--- config.mk ---
export PLATFORM = sky130hd
export DESIGN_NAME = snax_dream_job_ctrl
export DESIGN_NICKNAME = d
export VERILOG_FILES = /design/src/rtl/snax_dream_job_ctrl.sv
export SDC_FILE = /design/constraint.sdc
export NUM_CORES = 1
export LEC_CHECK = 0
export ABC_AREA = 1
export ABC_CLOCK_PERIOD_IN_PS = 28700
export BUFFER_PORTS_ARGS = -buffer_cell sky130_fd_sc_hd__buf_2
export CAP_MARGIN = 20
export CORE_UTILIZATION = 40
export DETAILED_ROUTE_END_ITERATION = 12
export GPL_ROUTABILITY_DRIVEN = 0
export SLEW_MARGIN = 0
export SYNTH_ARGS = -nofsm -noshare
export SYNTH_HDL_FRONTEND = slang
export SYNTH_SLANG_ARGS = --single-unit
export TNS_END_PERCENT = 50
--- constraint.sdc ---
create_clock -name clk_i -period 28.7 [get_ports clk_i]
set_input_delay 8.61 -clock clk_i [delete_from_list [all_inputs] [get_ports clk_i]]
set_output_delay 8.61 -clock clk_i [all_outputs]
set_load 0.05 [all_outputs]
--- src/rtl/snax_dream_job_ctrl.sv ---
// -----------------------------------------------------------------------------
// snax_dream_job_ctrl
//
// Job controller sitting directly behind the DREAM CSR manager. A job is
// configured through the packed read-write CSR set and started by a
// valid/ready handshake. The job then emits a strided stream of address
// requests while keeping the number of in-flight requests (issued but not
// yet answered) bounded. Status and the duration of the last job are fed
// back to the manager through the packed read-only CSR set.
//
// Parameters
//   NumRwCsr        number of packed RW CSRs presented (indices 0..2 used)
//   NumRoCsr        number of packed RO CSRs produced (indices 0..1 driven)
//   MaxOutstanding  in-flight request bound, 1..255
//
// Ports
//   clk_i                rising-edge clock
//   rst_i                asynchronous active-high reset
//   csr_reg_rw_set_i     [0] length in beats, [1] base address, [2] stride
//   csr_reg_set_valid_i  configuration valid
//   csr_reg_set_ready_o  configuration ready (only while idle)
//   csr_reg_ro_set_o     [0] status, [1] cycle count of last job, rest 0
//                        status: [0] busy, [1] done_sticky,
//                                [15:8] outstanding, [31:16] job count
//   req_addr_o           request address
//   req_valid_o          request valid
//   req_ready_i          request ready
//   rsp_valid_i          response beat (always accepted)
//   rsp_ready_o          constant 1
//   done_o               single-cycle pulse after job completion
// -----------------------------------------------------------------------------
module snax_dream_job_ctrl #(
    parameter int unsigned NumRwCsr       = 3,
    parameter int unsigned NumRoCsr       = 2,
    parameter int unsigned MaxOutstanding = 8
) (
    input  logic                       clk_i,
    input  logic                       rst_i,
    input  logic [NumRwCsr-1:0][31:0]  csr_reg_rw_set_i,
    input  logic                       csr_reg_set_valid_i,
    output logic                       csr_reg_set_ready_o,
    output logic [NumRoCsr-1:0][31:0]  csr_reg_ro_set_o,
    output logic [31:0]                req_addr_o,
    output logic                       req_valid_o,
    input  logic                       req_ready_i,
    input  logic                       rsp_valid_i,
    output logic                       rsp_ready_o,
    output logic                       done_o
);

    typedef enum logic [1:0] {
        IDLE  = 2'd0,
        RUN   = 2'd1,
        DRAIN = 2'd2
    } state_e;

    localparam logic [7:0] MaxOut = 8'(MaxOutstanding);

    // -------------------------------------------------------------------------
    // State
    // -------------------------------------------------------------------------
    state_e      state_q,       state_d;
    logic [31:0] len_q,         len_d;
    logic [31:0] stride_q,      stride_d;
    logic [31:0] addr_q,        addr_d;
    logic [31:0] issued_q,      issued_d;
    logic [31:0] received_q,    received_d;
    logic [7:0]  outstanding_q, outstanding_d;
    logic [31:0] cycle_q,       cycle_d;
    logic [31:0] last_cycles_q, last_cycles_d;
    logic        done_sticky_q, done_sticky_d;
    logic [15:0] job_cnt_q,     job_cnt_d;
    logic        done_q,        done_d;
    logic        req_valid_q,   req_valid_d;
    logic        cfg_ready_q,   cfg_ready_d;
    logic [31:0] status_q,      status_d;

    logic        cfg_accept;
    logic        req_hs;
    logic        rsp_take;

    // -------------------------------------------------------------------------
    // Next-state logic
    // -------------------------------------------------------------------------
    always_comb begin
        state_d       = state_q;
        len_d         = len_q;
        stride_d      = stride_q;
        addr_d        = addr_q;
        issued_d      = issued_q;
        received_d    = received_q;
        outstanding_d = outstanding_q;
        cycle_d       = cycle_q;
        last_cycles_d = last_cycles_q;
        done_sticky_d = done_sticky_q;
        job_cnt_d     = job_cnt_q;
        done_d        = 1'b0;

        // Ready is a registered decode of "idle", so accept never depends
        // combinationally on valid.
        cfg_accept = csr_reg_set_valid_i && cfg_ready_q;
        req_hs     = req_valid_q && req_ready_i;
        // Stray responses (nothing in flight, or no job) are dropped so the
        // counters can never underflow.
        rsp_take   = rsp_valid_i && (state_q != IDLE) && (outstanding_q != '0);

        // Busy-cycle counter, saturating.
        if ((state_q != IDLE) && (cycle_q != '1)) begin
            cycle_d = cycle_q + 32'd1;
        end

        unique case (state_q)
            IDLE: begin
                if (cfg_accept) begin
                    len_d         = csr_reg_rw_set_i[0];
                    addr_d        = csr_reg_rw_set_i[1];
                    stride_d      = csr_reg_rw_set_i[2];
                    issued_d      = '0;
                    received_d    = '0;
                    outstanding_d = '0;
                    cycle_d       = '0;
                    done_sticky_d = 1'b0;
                    if (csr_reg_rw_set_i[0] == '0) begin
                        // Empty job completes immediately without leaving idle.
                        last_cycles_d = '0;
                        done_sticky_d = 1'b1;
                        done_d        = 1'b1;
                        job_cnt_d     = job_cnt_q + 16'd1;
                    end else begin
                        state_d = RUN;
                    end
                end
            end

            RUN, DRAIN: begin
                if (req_hs) begin
                    issued_d = issued_q + 32'd1;
                    addr_d   = addr_q + stride_q;
                end
                if (rsp_take) begin
                    received_d = received_q + 32'd1;
                end
                outstanding_d = outstanding_q + 8'(req_hs) - 8'(rsp_take);

                if ((state_q == RUN) && req_hs && (issued_d == len_q)) begin
                    state_d = DRAIN;
                end

                // Completion overrides the RUN->DRAIN move; cycle_d already
                // includes the current busy cycle.
                if (received_d == len_q) begin
                    state_d       = IDLE;
                    done_d        = 1'b1;
                    last_cycles_d = cycle_d;
                    done_sticky_d = 1'b1;
                    job_cnt_d     = job_cnt_q + 16'd1;
                end
            end

            default: begin
                state_d = IDLE;
            end
        endcase

        // Registered request valid. Without a handshake outstanding cannot
        // grow, so an asserted valid stays asserted until accepted.
        req_valid_d = (state_d == RUN) && (outstanding_d < MaxOut) &&
                      (issued_d != len_d);
        cfg_ready_d = (state_d == IDLE);
        status_d    = {job_cnt_d, outstanding_d, 6'd0, done_sticky_d,
                       (state_d != IDLE)};
    end

    // -------------------------------------------------------------------------
    // Registers
    // -------------------------------------------------------------------------
    always_ff @(posedge clk_i or posedge rst_i) begin
        if (rst_i) begin
            state_q       <= IDLE;
            len_q         <= '0;
            stride_q      <= '0;
            addr_q        <= '0;
            issued_q      <= '0;
            received_q    <= '0;
            outstanding_q <= '0;
            cycle_q       <= '0;
            last_cycles_q <= '0;
            done_sticky_q <= 1'b0;
            job_cnt_q     <= '0;
            done_q        <= 1'b0;
            req_valid_q   <= 1'b0;
            cfg_ready_q   <= 1'b1;
            status_q      <= '0;
        end else begin
            state_q       <= state_d;
            len_q         <= len_d;
            stride_q      <= stride_d;
            addr_q        <= addr_d;
            issued_q      <= issued_d;
            received_q    <= received_d;
            outstanding_q <= outstanding_d;
            cycle_q       <= cycle_d;
            last_cycles_q <= last_cycles_d;
            done_sticky_q <= done_sticky_d;
            job_cnt_q     <= job_cnt_d;
            done_q        <= done_d;
            req_valid_q   <= req_valid_d;
            cfg_ready_q   <= cfg_ready_d;
            status_q      <= status_d;
        end
    end

    // -------------------------------------------------------------------------
    // Outputs
    // -------------------------------------------------------------------------
    assign csr_reg_set_ready_o = cfg_ready_q;
    assign req_addr_o          = addr_q;
    assign req_valid_o         = req_valid_q;
    assign rsp_ready_o         = 1'b1;
    assign done_o              = done_q;

    always_comb begin
        csr_reg_ro_set_o    = '0;
        csr_reg_ro_set_o[0] = status_q;
        csr_reg_ro_set_o[1] = last_cycles_q;
    end

`ifndef SYNTHESIS
    // A response with nothing in flight during a job points at a broken
    // requester; it is dropped by the logic above but flagged here.
    assert property (@(posedge clk_i) disable iff (rst_i)
        !(rsp_valid_i && (state_q != IDLE) && (outstanding_q == '0)))
        else $error("snax_dream_job_ctrl: response with no outstanding request");
`endif

endmodule

-- After elaboration in Yosys (flattened, before gate mapping)
Cells that the tools add are included.
- input port bits: 101
- latch bits: 0
- memories kept: 0
- bits in registers: 280
- RAM bits: 0
- bits in read-only memories: 0
- word-level logic and storage cells: 93
- output and inout bits: 100
- $lt $le $gt $ge: 1
- muxes and demuxes: 38
- reductions and logical operators: 21
- shifts and indexed selects: 0
- eq/ne operators: 11
- divide/modulo/power cells: 0
- bitwise logic cells: 0
- multipliers: 0
- $add $sub $neg: 7
- operators by type and width (cell ; count):
    two-way mux 32 bit ; 16
    one-hot mux 32 bit (2 select lines) ; 4
    adder 32 x 1 -> 32 bit, second input constant ; 3
    == test 32 bit ; 2
    two-way mux 16 bit ; 3
    adder 32 bit ; 1
    zero test 32 bit ; 1
    inequality test 32 bit ; 1
    inequality test 32 bit, second input constant ; 1
    one-hot mux 16 bit (2 select lines) ; 1
    adder 16 x 1 -> 16 bit, second input constant ; 1
    one-hot mux 8 bit (2 select lines) ; 1
    logical AND 1 bit ; 9
    adder 8 x 1 -> 8 bit ; 1
    < comparator 8 x 4 -> 1 bit, second input constant ; 1
    two-way mux 2 bit ; 4
    two-way mux 8 bit ; 1
    inequality test 2 bit, second input constant ; 4
    nonzero test 8 bit ; 1
    subtractor 8 x 1 -> 8 bit ; 1
    nonzero test 2 bit ; 3
    two-way mux 1 bit ; 5
    == test 2 x 1 -> 1 bit, second input constant ; 2
    zero test 2 bit ; 2
    7 further kinds ; 9

-- Logic depth before layout (Yosys ltp)
- depth after elaboration: 11
- mapped depth: 24
- gate-level depth less buffers: 23

-- Worst setup path after synthesis
No wires, ideal clock.
- path kind: input to register
- start: input port rsp_valid_i
- end: register req_valid_q, in the netlist req_valid_o
- arrival: 10851 ps
- slack: 17778 ps
- stages on the path: 19
- setup time: 72 ps
- required time: 28628 ps
- buffers on the path: 1
- path through: nand2_2 > nor2_2 > buf_2 > ha_1 > inv_1 > ha_1 > fa_1 > a31oi_1 > or2_2 > nand2_1 > a21oi_1 > nand2_1 > nand3_1 > o21ai_0 > inv_1 > nand3_1 > nor2_1 > nand3_1 > nor2_1
- elaborated cells between the ends (all ways): 13
- those cells by class: add/sub: 1; order compare: 1; eq/ne: 2; mux: 5; reduce/logical: 4
- RTL lines (item ; RTL line ; source):
    start: declaration ; 46 ; input logic rsp_valid_i,
    logical AND 1 bit (2 in a row) ; 105 ; rsp_take = rsp_valid_i && (state_q != IDLE) && (outstanding_q != '0);
    subtractor 8 x 1 -> 8 bit ; 143 ; outstanding_d = outstanding_q + 8'(req_hs) - 8'(rsp_take);
    one-hot mux 8 bit (2 select lines) ; 112 ; unique case (state_q)
    net outstanding_d[6] ; 68 ; logic [7:0] outstanding_q, outstanding_d;
    < comparator 8 x 4 -> 1 bit ; 167 ; req_valid_d = (state_d == RUN) && (outstanding_d < MaxOut) &&
    logical AND 1 bit (2 in a row) ; 167 ;
    net req_valid_d ; 74 ; logic req_valid_q, req_valid_d;
    end signal: assignment ; 207 ; req_valid_q <= req_valid_d;
    end: declaration ; 74 ;
The timed path passes the listed nets, and every way through them passes these cells. The select of a mux whose other input is x is not followed.
A chain may end at the register's enable or synchronous reset.

-- Worst setup path in the final report
- start: input port csr_reg_set_valid_i
- end: register req_valid_q, in the netlist req_valid_o
- elaborated cells between the ends (all ways): 14
- those cells by class: order compare: 1; eq/ne: 2; mux: 8; reduce/logical: 3
- RTL lines (item ; RTL line ; source):
    start: declaration ; 40 ; input logic csr_reg_set_valid_i,
    logical AND 1 bit ; 101 ; cfg_accept = csr_reg_set_valid_i && cfg_ready_q;
    two-way mux 32 bit ; 114 ; if (cfg_accept) begin
    one-hot mux 32 bit (2 select lines) ; 112 ;
    net issued_d[13] ; 66 ; logic [31:0] issued_q, issued_d;
    inequality test 32 bit ; 168 ; (issued_d != len_d);
    logical AND 1 bit ; 167 ;
    net req_valid_d ; 74 ;
The timed path passes the listed nets, and every way through them passes these cells.

==> run metrics <==
max_cap viols=0; most frequent cell after synthesis=nand2_1; CP bufs+invs=4; Vias/cell=5.32; CTS max path bufs=3; P_sw=between 1000 and 1500 uW; Horiz. Die Dim=208 um; CP endpoint kind=flip-flop; DR WL/cell=17.3 um; CP startpoint kind=primary input; RSZ-0062 raised after global routing=no; Async S/R FF share, synth=100%; R2R Setup Slk=between 20 and 25 ns; Layout Skew=between 0.008 and 0.009 ns; Lkg Pwr=about 0.0097 uW; Core Box Area=around 42000 sq um; fin. max-slew vios=0; Main synth FF type=dfrtp_1; Layout Nets=~2800; post-CTS setup buffers=0; Int Pwr=1040 uW; 1st-pass router iterations=6; cts bufs inserted=31; Setup Crit Path Kind=in -> reg; clock-pin slew on the worst setup and hold paths=0.06 ns; #FFs+latches synth=approximately 260; Fill cells=roughly 4300; remaining routing DRC violations=0; # clock sinks=roughly 260; slowest stage delay, CP=0.89 ns; critical path peak fanout=38; port buffer count=a little under 200; PwrDens=around 110 nW/um^2; minimum clock period=11.80 ns; Tot GR Track Use=approximately 25%; die area=~43000 sq um; slew margin rel.=38.5%; H-Tree Level Count=1; Hold/Removal Path Class=reg -> reg; # setup viols final=0; Final Hold Fails=0; crit-path leading delay family=buffers and inverters; initial antenna violation count=4; hold buffer count at cts=0; EDFF count, synth=0; cells after synthesis=roughly 2500; row cnt=between 70 and 80; Syn Std Cell Area=approximately 17000 sq um; Total Wirelength=55700 um; clock share of power=about a fifth; Sw Share=roughly half; status=finished, final reports clean; Yosys cell types=between 50 and 60; post_cts resized=0; number of global-route vias before repair=about 17000; Die H=208 um; CP Data Required Time=approximately 29 ns; Final Core Density=approximately 47%; Reg power frac=around 27%; post-synthesis sequential area ratio=37.5%; Area Growth Syn to Fin=14.9%; antenna viol nets, final=0; Mean Syn Cell Area=around 6.9 sq um; via count=between 15000 and 20000; Worst path most repeated cell=nand2_1; YS warnings=0; TritonCTS clock tree=done; I/O Pins=201; Peak VDD IR=0.0898 mV; top cells by count, synth=nand2_1 (787), inv_1 (283), nor2_1 (266); crit-path cells=buf_2 > nand2_1 > nand2_1 > buf_4 > nand2_1 > clkinv_1 > buf_4 > o21ai_0 > o21ai_0 > nor2_1 > nand2_1 > nor2_1 > nand3_1 > nor2_1 > nand3_1 > nand2_1 > nor2_1; setup tns final=0 ns; Congestion Overflow GR=0; critical path arrival=around 12 ns; layout cells sized above 1=12.2%; Fmax achieved=84.8 MHz; Yosys top cell by area=dfrtp_1; hpwl dp=41700 um; Iter 0 DRT Violations=~1400; Final Cycle Share=41.1%; Skew-Pair Late Insertion Delay=approximately 0.59 ns; Slowest cell on crit path=clkinv_1; Clk Tree Root Cell=clkbuf_16; Starting Density=between 40% and 50%; Area contributors post-synth=dfrtp_1 (37%), nand2_1 (17%), nand3_1 (6.3%); share of the synthesized area in the top cell type=37.3%; Gate power share=a little over half; pin count of the biggest net entering global routing=around 150; Worst-Margin Slew=roughly 0.9 ns; first-pass GRT wire length=slightly below 90000 um
==> state kept, by name, indices dropped and copies added, names as in the netlist, named ones only <==
| register | cells |
|---|---|
| received_q | 32 |
| issued_q | 32 |
| stride_q | 32 |
| csr_reg_set_ready_o | 1 |
| outstanding_q | 4 |
| req_valid_o | 1 |
| len_q | 32 |
| state_q | 2 |
| last_cycles_q | 32 |
| done_o | 1 |
| req_addr_o | 32 |
| cycle_q | 32 |
| status_q | 2 |
==> per-stage QoR <==
stage                     instance area, sq um  worst slack [ns]  cells  hold WS [ns]  total power (uW)
after floorplan                          17000             13.08   2481         0.453              1350
after global placement                   18400             16.54   3153         0.464              1630
after detailed placement                 18400             16.47   3153         0.466              1640
after CTS                                19500             17.09   3206         0.482              2070
after global routing                     19600             16.72   3210         0.500              2220
final                                    19600             16.90   3210         0.483              2070
==> final cells by class <==
type	count	area, sq um	share of cell area [%]
timing repair buffer	206	1100	5.64
sequential	255	6380	32.6
clock buffer	42	887	4.53
inverter	289	1090	5.58
tap	539	674	3.45
antenna	2	5.00	0.0256
clock inverter	11	174	0.889
multi-input combinational	1866	9250	47.3
==> worst register-to-register path: stages (launching register included) <==
cell,delay [ns]
dfrtp_1,0.39
ha_1,0.54
inv_1,0.45
nand2_1,0.56
clkinv_1,0.89
buf_4,0.58
o21ai_0,0.37
o21ai_0,0.12
nor2_1,0.14
nand2_1,0.07
nor2_1,0.13
nand3_1,0.10
nor2_1,0.09
nand3_1,0.08
nand2_1,0.08
nor2_1,0.04
==> layer usage <==
| layer | wire [um] | share of wire (%) | global-route usage, % |
|---|---|---|---|
| met1 | 23700 | 43 | 33.1 |
| met2 | 25600 | 46 | 42.1 |
| met3 | 4070 | 7.3 | 4.48 |
| met4 | 2330 | 4.2 | 9.96 |
| met5 | 23 | 0.041 | 0 |
==> power groups by stage <==
stage                     clock [uW]  sequential [uW]  combinational (uW)
final                            415              568                1090
after global routing             434              580                1210
after CTS                        421              566                1080
after detailed placement           0              571                1070
after global placement             0              570                1060
after floorplan                    0              660                 691
==> layout by cell type (no fill, tap or decap), drive strengths merged, types with 46 or more instances in the layout <==
master and n:
ha 49, nor2 282, xor2 46, nand2 795, nand4 48, buf 206
inv 287, nand3 216, dfrtp 254, o21ai 177, a21oi 61
==> final timing paths <==
path / start / endpoint / cells after the start
min reg2reg: last_cycles_q[28] / last_cycles_q[28] / 2
max: csr_reg_set_valid_i / req_valid_o / 17
max reg2reg: state_q[0] / req_valid_o / 15
min in group asynchronous: rst_i / last_cycles_q[16] / 2
min: last_cycles_q[28] / last_cycles_q[28] / 2
max in group asynchronous: rst_i / received_q[1] / 4
==> logic make-up (layout without fill, tap and decap cells) <==
| family | after synthesis | in the layout | share of synthesized area [%] |
|---|---|---|---|
| AND/OR/NAND/NOR | 1398 | 1398 | 34.5 |
| buffers and inverters | 360 | 548 | 8.40 |
| AO/OA/AOI/OAI | 333 | 333 | 11.6 |
| flip-flops | 255 | 255 | 37.5 |
| XOR/XNOR | 76 | 76 | 4.07 |
| adder cells (fa/ha/maj) | 51 | 51 | 3.84 |
| other | 2 | 9 | 0.0441 |
| multiplexers | 1 | 1 | 0.0588 |
Power figures use the tool's default switching activity.
